[src/rtl/pwm_capture.sv]
// pwm_capture: Avalon-MM slave measuring PWM period and high time in clk cycles.
// Define PWM_CAPTURE_IRQ_EN to add the irq output, CTRL.IE and STATUS.IRQ_PEND.
module pwm_capture #(
  parameter int CNT_W   = 32,
  parameter int TIMEOUT = 1048576
) (
  input  logic        clk,
  input  logic        reset,
  input  logic        chipselect,
  input  logic [1:0]  address,
  input  logic        write,
  input  logic [31:0] writedata,
  input  logic        read,
  input  logic [3:0]  byteenable,
  output logic [31:0] readdata,
  input  logic        pwm_in
`ifdef PWM_CAPTURE_IRQ_EN
  ,
  output logic        irq
`endif
);

  typedef enum logic [1:0] {IDLE, ARM, MEAS} state_t;

  localparam logic [CNT_W-1:0] TIMEOUT_CNT = CNT_W'(TIMEOUT);
  localparam logic [CNT_W-1:0] ONE_CNT     = CNT_W'(1);

  state_t           state_reg;
  logic             en_reg;
  logic             sync1_reg, sync2_reg, prev_reg;
  logic [CNT_W-1:0] period_cnt_reg, high_cnt_reg;
  logic [CNT_W-1:0] period_reg, high_reg, high_shadow_reg;
  logic             valid_reg, ovf_reg, level_reg;
  logic [31:0]      readdata_reg;

  logic wr_en, rd_en, ctrl_wr, clr, en_next, stat_wr, ovf_clr;
  logic rise, measuring, capture, timeout;
  logic ctrl_ie, irq_pend;
  logic unused_bits;

  assign wr_en     = chipselect & write;
  assign rd_en     = chipselect & read;
  assign ctrl_wr   = wr_en && (address == 2'd0) && byteenable[0];
  assign clr       = ctrl_wr && writedata[1];
  assign en_next   = ctrl_wr ? writedata[0] : en_reg;
  assign stat_wr   = wr_en && (address == 2'd3) && byteenable[0];
  assign ovf_clr   = stat_wr && writedata[1];
  assign rise      = sync2_reg & ~prev_reg;
  // CLR and a dropped EN both pre-empt any capture or timeout this cycle
  assign measuring = en_reg && !clr && (state_reg == MEAS);
  assign capture   = measuring && rise;
  assign timeout   = measuring && !rise && (period_cnt_reg == TIMEOUT_CNT);

  assign unused_bits = ^{writedata[31:2], byteenable[3:1]};

  always_ff @(posedge clk) begin
    if (reset) begin
      sync1_reg <= 1'b0;
      sync2_reg <= 1'b0;
      prev_reg  <= 1'b0;
    end else begin
      sync1_reg <= pwm_in;
      sync2_reg <= sync1_reg;
      prev_reg  <= sync2_reg;
    end
  end

  always_ff @(posedge clk) begin
    if (reset) begin
      state_reg       <= IDLE;
      en_reg          <= 1'b0;
      period_cnt_reg  <= '0;
      high_cnt_reg    <= '0;
      period_reg      <= '0;
      high_reg        <= '0;
      high_shadow_reg <= '0;
    end else begin
      if (ctrl_wr)
        en_reg <= writedata[0];
      if (clr) begin
        state_reg       <= en_next ? ARM : IDLE;
        period_cnt_reg  <= '0;
        high_cnt_reg    <= '0;
        period_reg      <= '0;
        high_reg        <= '0;
        high_shadow_reg <= '0;
      end else begin
        // HIGH is latched alongside a PERIOD read so the pair stays coherent
        if (rd_en && (address == 2'd1))
          high_shadow_reg <= high_reg;
        if (!en_reg) begin
          state_reg      <= IDLE;
          period_cnt_reg <= '0;
          high_cnt_reg   <= '0;
        end else begin
          case (state_reg)
            IDLE: state_reg <= ARM;
            ARM: begin
              if (rise) begin
                period_cnt_reg <= ONE_CNT;
                high_cnt_reg   <= ONE_CNT;
                state_reg      <= MEAS;
              end
            end
            MEAS: begin
              if (capture) begin
                period_reg     <= period_cnt_reg;
                high_reg       <= high_cnt_reg;
                period_cnt_reg <= ONE_CNT;
                high_cnt_reg   <= ONE_CNT;
              end else if (timeout) begin
                state_reg <= ARM;
              end else begin
                period_cnt_reg <= period_cnt_reg + ONE_CNT;
                if (sync2_reg)
                  high_cnt_reg <= high_cnt_reg + ONE_CNT;
              end
            end
            default: state_reg <= IDLE;
          endcase
        end
      end
    end
  end

  always_ff @(posedge clk) begin
    if (reset) begin
      valid_reg <= 1'b0;
      ovf_reg   <= 1'b0;
      level_reg <= 1'b0;
    end else if (clr) begin
      valid_reg <= 1'b0;
      ovf_reg   <= 1'b0;
      level_reg <= 1'b0;
    end else begin
      if (capture)
        valid_reg <= 1'b1;
      if (timeout) begin
        valid_reg <= 1'b0;
        ovf_reg   <= 1'b1;
        level_reg <= sync2_reg;
      end else if (ovf_clr) begin
        ovf_reg <= 1'b0;
      end
    end
  end

`ifdef PWM_CAPTURE_IRQ_EN
  logic ie_reg, irq_pend_reg, irq_reg;

  always_ff @(posedge clk) begin
    if (reset) begin
      ie_reg       <= 1'b0;
      irq_pend_reg <= 1'b0;
      irq_reg      <= 1'b0;
    end else begin
      if (ctrl_wr)
        ie_reg <= writedata[2];
      // a new event beats a simultaneous write-1-to-clear
      if (clr)
        irq_pend_reg <= 1'b0;
      else if (capture || timeout)
        irq_pend_reg <= 1'b1;
      else if (stat_wr && writedata[3])
        irq_pend_reg <= 1'b0;
      irq_reg <= irq_pend_reg & ie_reg;
    end
  end

  assign ctrl_ie  = ie_reg;
  assign irq_pend = irq_pend_reg;
  assign irq      = irq_reg;
`else
  assign ctrl_ie  = 1'b0;
  assign irq_pend = 1'b0;
`endif

  always_ff @(posedge clk) begin
    if (reset) begin
      readdata_reg <= '0;
    end else if (rd_en) begin
      case (address)
        2'd0:    readdata_reg <= {29'd0, ctrl_ie, 1'b0, en_reg};
        2'd1:    readdata_reg <= 32'(period_reg);
        2'd2:    readdata_reg <= 32'(high_shadow_reg);
        default: readdata_reg <= {28'd0, irq_pend, level_reg, ovf_reg, valid_reg};
      endcase
    end
  end

  assign readdata = readdata_reg;

endmodule

[config.mk]
export PLATFORM = sky130hd
export DESIGN_NAME = pwm_capture
export DESIGN_NICKNAME = d
export VERILOG_FILES = /design/src/rtl/pwm_capture.sv
export SDC_FILE = /design/constraint.sdc
export NUM_CORES = 1
export LEC_CHECK = 0
export ABC_AREA = 1
export BUFFER_PORTS_ARGS = -buffer_cell sky130_fd_sc_hd__buf_4
export CAP_MARGIN = 30
export CELL_PAD_IN_SITES_DETAIL_PLACEMENT = 1
export CELL_PAD_IN_SITES_GLOBAL_PLACEMENT = 1
export CORE_ASPECT_RATIO = 0.75
export CORE_MARGIN = 10
export CORE_UTILIZATION = 43
export DETAILED_ROUTE_END_ITERATION = 10
export HOLD_SLACK_MARGIN = 0.08
export PLACE_DENSITY = 0.8
export SYNTH_ARGS = -nofsm -noshare
export SYNTH_HDL_FRONTEND = slang
export SYNTH_SLANG_ARGS = --single-unit
[constraint.sdc]
create_clock -name clk -period 2.18 [get_ports clk]
set_clock_uncertainty 0.2 [all_clocks]
set_input_delay 0.436 -clock clk [delete_from_list [all_inputs] [get_ports clk]]
set_output_delay 0.436 -clock clk [all_outputs]
set_load 0.02 [all_outputs]
Yosys cells after proc, flatten, opt, wreduce, memory -nomap -nowiden:

Index checks and enable logic that the tools add are counted.

* register bits: 201
* bits of input ports: 44
* output and inout port bits: 32
* word-level logic and storage cells: 77

* add/sub/neg operators: 2
* equality and inequality tests: 12
* multiplexer cells: 19
* bitwise gates (word level): 5
* reductions and logical operators: 25

Operators by type and width (count)
* 32-bit two-way mux: 6
* 32-bit one-hot mux with 2 select lines: 2
* 32-bit one-hot mux with 3 select lines: 1
* 32-bit by 1-bit adder with 32-bit output (second input constant): 2
* 32-bit by 21-bit == test with 1-bit output (second input constant): 1
* 1-bit logical AND: 12
* 4-bit != test (second input constant): 3
* 2-bit two-way mux: 5
* 3-bit AND reduction: 3
* 2-bit == test (second input constant): 3
* 3-bit != test (second input constant): 2
* 2-bit one-hot mux with 3 select lines: 1
* 3-bit OR reduction: 2
* 2-bit by 1-bit == test with 1-bit output (second input constant): 2
* 2-bit logical NOT: 2
* 1-bit two-way mux: 4
* 4-bit AND reduction: 1
* 2-bit nonzero test: 2
* 1-bit AND: 3
* 1-bit logical NOT: 2
* 2-bit != test (second input constant): 1
* 1-bit NOT: 2
* 2-bit OR reduction: 1

Longest topological paths before layout:

Gate-level depths: netlist of run 1.

* word-level depth: 14
* depth in mapped cells: 13
* mapped depth without buffers: 12

Worst setup path before layout of run 1:

OpenSTA, ideal clock, no wires.

* path type: register -> register
* start: register high_cnt_reg[0]
* end: register high_cnt_reg[20]
* setup time: 0.113 ns
* arrival: 1.529 ns
* required time: 1.867 ns
* setup slack: 0.338 ns
* stages on the path, launching flop included: 11
* path buffers: 0
* clock period less this slack: 1.842 ns
* cells stage by stage: dfxtp_1 > ha_1 > nand2_1 > nor2_1 > nand2_1 > nor2_1 > nand3_1 > nor2_1 > nand3_1 > nor2_1 > nor2_1

* word-level cells in the longest chain between the ends: 5

RTL lines
* start, declared: line 31 `logic [CNT_W-1:0] period_cnt_reg, high_cnt_reg;`
* start signal, assigned: line 116 `high_cnt_reg <= high_cnt_reg + ONE_CNT;`
* 32-bit by 1-bit adder with 32-bit output: line 116
* 32-bit two-way mux: line 115 `if (sync2_reg)`
* 32-bit two-way mux: line 111 `end else if (timeout) begin`
* 32-bit two-way mux: line 106 `if (capture) begin`
* 32-bit one-hot mux with 2 select lines: line 96 `case (state_reg)`

Every way passes these cells. The select of a mux whose other input is x is not followed.
A chain may end at the register's enable or synchronous reset.

Final worst setup path of run 1:

* start: register period_cnt_reg[13]
* end: register period_cnt_reg[23]

* word-level cells in the longest chain between the ends: 4
* elaborated cells between the ends (all ways): 8
* those cells by class: add/sub (1); eq/ne (2); mux (3); reduce/logical (2)

RTL lines
* start, declared: line 31
* start signal, assigned: line 114 `period_cnt_reg <= period_cnt_reg + ONE_CNT;`
* 32-bit by 1-bit adder with 32-bit output / 32-bit by 21-bit == test with 1-bit output (equally long branches): line 114, 52
* 32-bit two-way mux / 1-bit logical AND (equally long branches): line 111, 52
* 32-bit two-way mux / 3-bit != test (equally long branches)
* 32-bit one-hot mux with 2 select lines / 3-bit AND reduction (equally long branches)

Several ways; a longest one is shown, not always the timed one. The select of a mux whose other input is x is not followed.

==> qor.csv, run 1 <==
stage;metric;value;unit
floorplanning;num_io_pins;76;
floorplanning;dieWidth;193;um
pwr;power_density;675;mW/mm^2
cells_and_area;fillCellCount;2942;
synth;synth_cell_types;36;
routing;drt_pass1_iterations;6;
cells_and_area;diodes;0;
global_routing;grt_usage;0.234;
timing;hold_viol;0;
global_routing;grt_pass1_vias;10274;
placement;dp_hpwl;24.7;mm
setup_path;critical_path_required;2.42;ns
synth;ys.flop_type;dfxtp_1;
timing;rsz0062_at_grt;false;
cells_and_area;seq_area;0.00403;mm^2
synth;synth_edf_count;0;
cells_and_area;final_common_cell;nand2_1;
clock_tree;clk-insertion-delay-late;0.51;ns
clock_tree;cts.clk_slew.worst_paths;0.07;ns
pwr;fin_total_pwr;7.78;mW
cells_and_area;areaGrowthSynthToFinish;19.2;%
hold_path;min_path_type;in -> reg;
timing;relSlewSlack;0.558;
cells_and_area;final_area;0.0115;mm^2
global_routing;grt_pass1_wl;54.7;mm
timing;tightest_slew;0.662;ns
synth;async_reset_ff_frac;0;
routing;drtIter0Drc;795;
timing;period_minus_slack;2.07;ns
timing;max_freq;483;MHz
setup_path;worstSetupEndpointType;flop;
pwr;max-vdd-ir-drop;597;uV
clock_tree;postCtsSetupBuffers;0;
floorplanning;die_y;150;um
setup_path;cp.arrival;2.30;ns
run_status;status;finished, final reports clean;
timing;holdWs;0.135;ns
routing;drcViolationCount;0;
global_routing;grt_antenna_before_repair;0;
clock_tree;numCtsBuffers;22;
synth;synth_area_per_cell;6.54;um^2
clock_tree;htreeDepth;1;
hold_path;min_from;address[1];
placement;gp_congestion;0.967;
global_routing;grt_max_degree;66;
cells_and_area;instances_no_fill;1853;
run;drv_cap;0;
cells_and_area;nets;1593;
timing;finalSetupViolCount;0;
synth;seq_area_frac_synth;0.416;
pwr;leakage;4.55;nW
setup_path;reg2reg_from;period_cnt_reg[13]$_SDFFE_PP0P_;
setup_path;crit_fanout;7;
synth;syn_inst;1478;
routing;wire_per_inst;18.3;um
floorplanning;start_util;0.437;
cells_and_area;drive_gt1_frac;0.126;
placement;port_buffers;42;
routing;routed_via_density;5.42;
timing;slew_viol_final;0;
setup_path;crit_type;reg -> reg;
cells_and_area;multi_input_area;0.00490;mm^2
synth;synth-seq-cells;201;
synth;syn-cell-area;0.00967;mm^2
timing;final.setup.tns;0;ns
placement;dp_cells;1815;
clock_tree;clock_tree.root_cell;clkbuf_16;
floorplanning;die_area;0.0290;mm^2
cells_and_area;final_cell_mix;nand2_1, dfxtp_1, nor2_1, inv_1;
floorplanning;placementRows;47;
global_routing;grt_overflow_total;0;
clock_tree;clkSinkCount;201;
setup_path;cp-start-kind;flop;
synth;synth_fp_nets;1525;
timing;fin_crit_sh;0.949;
clock_tree;clockBufferDepth;3;
placement;place_area;0.0107;mm^2
synth;ys_warn_count;0;
floorplanning;coreArea;0.0221;mm^2
routing;vias;10038;
clock_tree;cts_tree;built;
routing;routed_wl;33.9;mm
routing;postRouteAntennaNets;0;
setup_path;setup.worst_path.start;period_cnt_reg[13]$_SDFFE_PP0P_;
area by class of cell:
cell class,count,share of cell area
Clock buffer,31,0.0577
Clock inverter,6,0.00803
Inverter,122,0.0397
Multi-Input combinational cell,1086,0.425
Sequential cell,201,0.349
Tap cell,294,0.0319
Timing Repair Buffer,113,0.0879
cells in the mapped netlist (2+ instances only):
| library cell | number | area share |
|---|---|---|
| a21o_1 | 2 | 0.0016 |
| a21oi_1 | 99 | 0.051 |
| a21oi_2 | 8 | 0.0072 |
| a31oi_1 | 29 | 0.019 |
| a41oi_1 | 2 | 0.0018 |
| buf_1 | 5 | 0.0019 |
| buf_2 | 22 | 0.011 |
| buf_4 | 4 | 0.0031 |
| clkbuf_1 | 36 | 0.014 |
| dfxtp_1 | 201 | 0.42 |
| ha_1 | 3 | 0.0039 |
| inv_1 | 115 | 0.045 |
| inv_2 | 6 | 0.0023 |
| nand2_1 | 480 | 0.19 |
| nand2_2 | 11 | 0.0071 |
| nand3_1 | 89 | 0.046 |
| nand4_1 | 36 | 0.023 |
| nor2_1 | 193 | 0.075 |
| nor2_2 | 5 | 0.0032 |
| nor3_1 | 18 | 0.0093 |
| o21ai_0 | 82 | 0.042 |
| o21bai_1 | 7 | 0.0054 |
| or2_2 | 4 | 0.0026 |
| xor2_1 | 9 | 0.0082 |
what timing repair did:
| item | CTS | global route |
|---|---|---|
| endpoints found under the hold margin | 1 | 0 |
| hold buffers | 1 | 0 |
| gates resized for setup | 0 | 10 |
| setup endpoints to repair | 0 | 39 |
report_power, final:
group	internal [mW]	leakage, nW	switching [mW]
clock network	2.36	0.366	1.57
logic	0.0516	2.57	0.117
registers	3.68	1.62	0.00525
path summary, 6_finish.rpt:
path | end | cells after the start | slack [ns]
worst min register to register | sync2_reg$_SDFF_PP0_ | 2 | 0.23
worst min-delay path | readdata[1]$_SDFFE_PP0P_ | 4 | 0.14
worst max-delay path | period_cnt_reg[23]$_SDFFE_PP0P_ | 10 | 0.11
worst max register to register | period_cnt_reg[23]$_SDFFE_PP0P_ | 10 | 0.11
metal layers:
metal	share of wire	vias up	GRT usage
li1	-	4892	-
met1	0.48	4847	0.332
met2	0.44	261	0.365
met3	0.066	38	0.0386
met4	0.017	0	0.0457
met5	0	-	0
metrics by stage:
step	setup slack, ns	util
after floorplan	0.338	-
after global routing	0.00736	0.521
after global placement	0.0842	0.485
after CTS	0.0258	0.520
after detailed placement	-0.0136	0.485
final	0.111	0.521
worst max-delay path: stages (launching register included):
cell     delay, ns
dfxtp_1       0.39
nor2_1        0.21
nand2_1       0.07
nor2_1        0.15
nand2_1       0.15
nor2_1        0.16
nand2_1       0.12
nand2_4       0.12
buf_4         0.17
nand3_1       0.10
a21oi_1       0.16
logic make-up after synthesis:
group	count (synthesis)	share of synthesized area
AO/OA/AOI/OAI	232	0.131
XOR/XNOR	10	0.00906
adder cells (fa/ha/maj)	3	0.00388
buffers and inverters	191	0.0814
flip-flops	201	0.416
AND/OR/NAND/NOR	841	0.359
(Power assumes the default switching activity.)
==> run 2: changes to the inputs <==
--- a/config.mk
+++ b/config.mk
@@ -16,6 +16,7 @@
 export DETAILED_ROUTE_END_ITERATION = 10
 export HOLD_SLACK_MARGIN = 0.08
 export PLACE_DENSITY = 0.8
+export SETUP_SLACK_MARGIN = 0.3
 export SYNTH_ARGS = -nofsm -noshare
 export SYNTH_HDL_FRONTEND = slang
 export SYNTH_SLANG_ARGS = --single-unit
==> run 2 against run 1 <==
  * Maximum frequency decreased by 1.5%
  * Utilization increased by 5.8 points
  * Flip-flop and latch count is the same
  * Highest routed layer unchanged
==> qor.csv, run 2 (synthesized netlist as in run 1, its figures left out) <==
stage;metric;value;unit;change
setup_path;cp.arrival;2.31;ns;about the same
timing;holdWs;0.150;ns;+0.0149 ns
clock_tree;clkSinkCount;201;;unchanged
global_routing;grt_overflow_total;0;;unchanged
global_routing;grt_max_degree;66;;unchanged
setup_path;r2r-end;high_cnt_reg[4]$_SDFFE_PP0P_;;
routing;drcViolationCount;0;;unchanged
cells_and_area;diodes;0;;unchanged
pwr;power_density;615;mW/mm^2;-8.9%
floorplanning;num_io_pins;76;;unchanged
placement;dp_cells;1815;;unchanged
timing;relSlewSlack;0.524;;-0.0342
placement;port_buffers;42;;unchanged
global_routing;grt_pass1_wl;58.5;mm;+6.8%
cells_and_area;fillCellCount;2798;;-4.9%
timing;max_freq;476;MHz;-1.5%
setup_path;reg2reg_from;period_cnt_reg[4]$_SDFFE_PP0P_;;
setup_path;critical_path_required;2.39;ns;-0.03 ns
clock_tree;clock_tree.root_cell;clkbuf_16;;
floorplanning;die_area;0.0290;mm^2;unchanged
setup_path;r2r_cells;13;;+3
global_routing;grt_pass1_vias;10781;;+4.9%
timing;setup_slack;0.0790;ns;-0.0322 ns
floorplanning;dieWidth;193;um;unchanged
cells_and_area;areaGrowthSynthToFinish;32.4;%;
cells_and_area;nets;1630;;+2.3%
setup_path;setup.worst_path.start;period_cnt_reg[4]$_SDFFE_PP0P_;;
global_routing;grt_usage;0.251;;+0.0178
pwr;max-vdd-ir-drop;537;uV;-10%
routing;drt_pass1_iterations;5;;-1
timing;slew_viol_final;0;;unchanged
setup_path;endpoint;high_cnt_reg[4]$_SDFFE_PP0P_;;
floorplanning;die_y;150;um;unchanged
run;drv_cap;0;;unchanged
setup_path;cp-start-kind;flop;;
placement;preCtsSetupSlack;-0.0136;ns;unchanged
routing;vias;10923;;+8.8%
timing;rsz0062_at_grt;true;;
clock_tree;cts.clk_slew.worst_paths;0.09;ns;+0.02 ns
clock_tree;clk-insertion-delay-late;0.54;ns;+0.03 ns
setup_path;crit_fanout;6;;-1
routing;routed_via_density;5.78;;+6.7%
placement;dp_hpwl;24.7;mm;unchanged
pwr;leakage;4.93;nW;+8.4%
routing;wire_per_inst;22.1;um;+21%
floorplanning;coreArea;0.0221;mm^2;unchanged
floorplanning;placementRows;47;;unchanged
placement;gp_congestion;0.967;;unchanged
timing;period_minus_slack;2.10;ns;+0.0322 ns
routing;postRouteAntennaNets;0;;unchanged
timing;finalSetupViolCount;0;;unchanged
hold_path;min_path_type;in -> reg;;
routing;drtIter0Drc;1077;;+35%
cells_and_area;drive_gt1_frac;0.264;;+0.139
timing;hold_viol;0;;unchanged
clock_tree;clockBufferDepth;3;;unchanged
clock_tree;htreeDepth;1;;unchanged
setup_path;worstSetupEndpointType;flop;;
setup_path;crit_type;reg -> reg;;
cells_and_area;final_cell_mix;nand2_1, dfxtp_1, nor2_1, buf_4, inv_1;;
timing;fin_crit_sh;0.964;;+0.0148
hold_path;min_path_cells;4;;unchanged
global_routing;grt_antenna_before_repair;0;;unchanged
floorplanning;start_util;0.437;;unchanged
timing;tightest_slew;0.713;ns;+0.0513 ns
cells_and_area;instances_no_fill;1890;;+2.0%
run_status;status;finished, final reports clean;;
setup_path;r2r_slack;0.08;ns;-0.03 ns
routing;routed_wl;41.7;mm;+23%
clock_tree;numCtsBuffers;22;;unchanged
clock_tree;cts_tree;built;;
cells_and_area;final_common_cell;nand2_1;;
==> run 2: cell count changes in the layout (fill, tap and decap cells not counted), sizes merged <==
cell,previous run,this run
buf,112,149
==> run 2: routing by layer <==
metal	part of all wire	global-route usage	vias to the layer above
met1	0.43	0.340	5322
met2	0.45	0.399	482
met4	0.039	0.0625	0
met3	0.076	0.0530	142
met5	0	0	-
li1	-	-	4977
==> run 2: report_power, final <==
part / internal [mW] / switching, mW
registers: 3.66 / 0.00611
clock network: 2.36 / 1.66
logic: 0.0529 / 0.127
total: 6.08 / 1.80
==> run 2: final cells by class <==
type | instances | area [um^2] | share of cell area
sequential | 201 | 4110 | 0.321
tap | 294 | 368 | 0.0287
timing repair buffer | 150 | 1500 | 0.117
inverter | 122 | 463 | 0.0362
clock inverter | 6 | 92.6 | 0.00723
clock buffer | 31 | 666 | 0.0520
multi-input combinational | 1086 | 5610 | 0.438
==> run 2: critical path: stages (launching register included) <==
cell and delay (ns):
dfxtp_4 0.41, nor2_4 0.12, nand2_2 0.08, buf_4 0.16
nor2_4 0.10, nand2_2 0.06, nor2_4 0.10, nand3_4 0.10
nand2_4 0.13, buf_8 0.15, buf_4 0.13, o21bai_1 0.08
inv_1 0.11, nor2_2 0.05
==> run 2: worst min-delay path by stage <==
stage,start,to
2_1_floorplan,sync1_reg$_SDFF_PP0_,sync2_reg$_SDFF_PP0_
3_3_place_gp,sync1_reg$_SDFF_PP0_,sync2_reg$_SDFF_PP0_
3_5_place_dp,sync1_reg$_SDFF_PP0_,sync2_reg$_SDFF_PP0_
4_1_cts,address[1],readdata[1]$_SDFFE_PP0P_
5_1_grt,reset,state_reg[0]$_SDFFE_PP0P_
6_report,reset,state_reg[0]$_SDFFE_PP0P_
==> run 2: through the flow <==
stage	total power [mW]	area, um^2	utilization	setup TNS [ns]
finish	7.87	12800	0.579	0
global route	8.04	12800	0.579	0
CTS	7.83	12000	0.543	0
detailed placement	3.93	10700	0.485	-0.0316
global placement	3.93	10700	0.485	0
floorplan	3.85	9670	-	0
==> run 2: timing repair <==
action,4_1_cts,5_1_grt
hold buffers,1,0
gates cloned,3,0
setup endpoints to repair,67,84
gates resized for setup,89,195
setup buffers,23,11
hold endpoints to repair,1,0
pin swaps,26,68
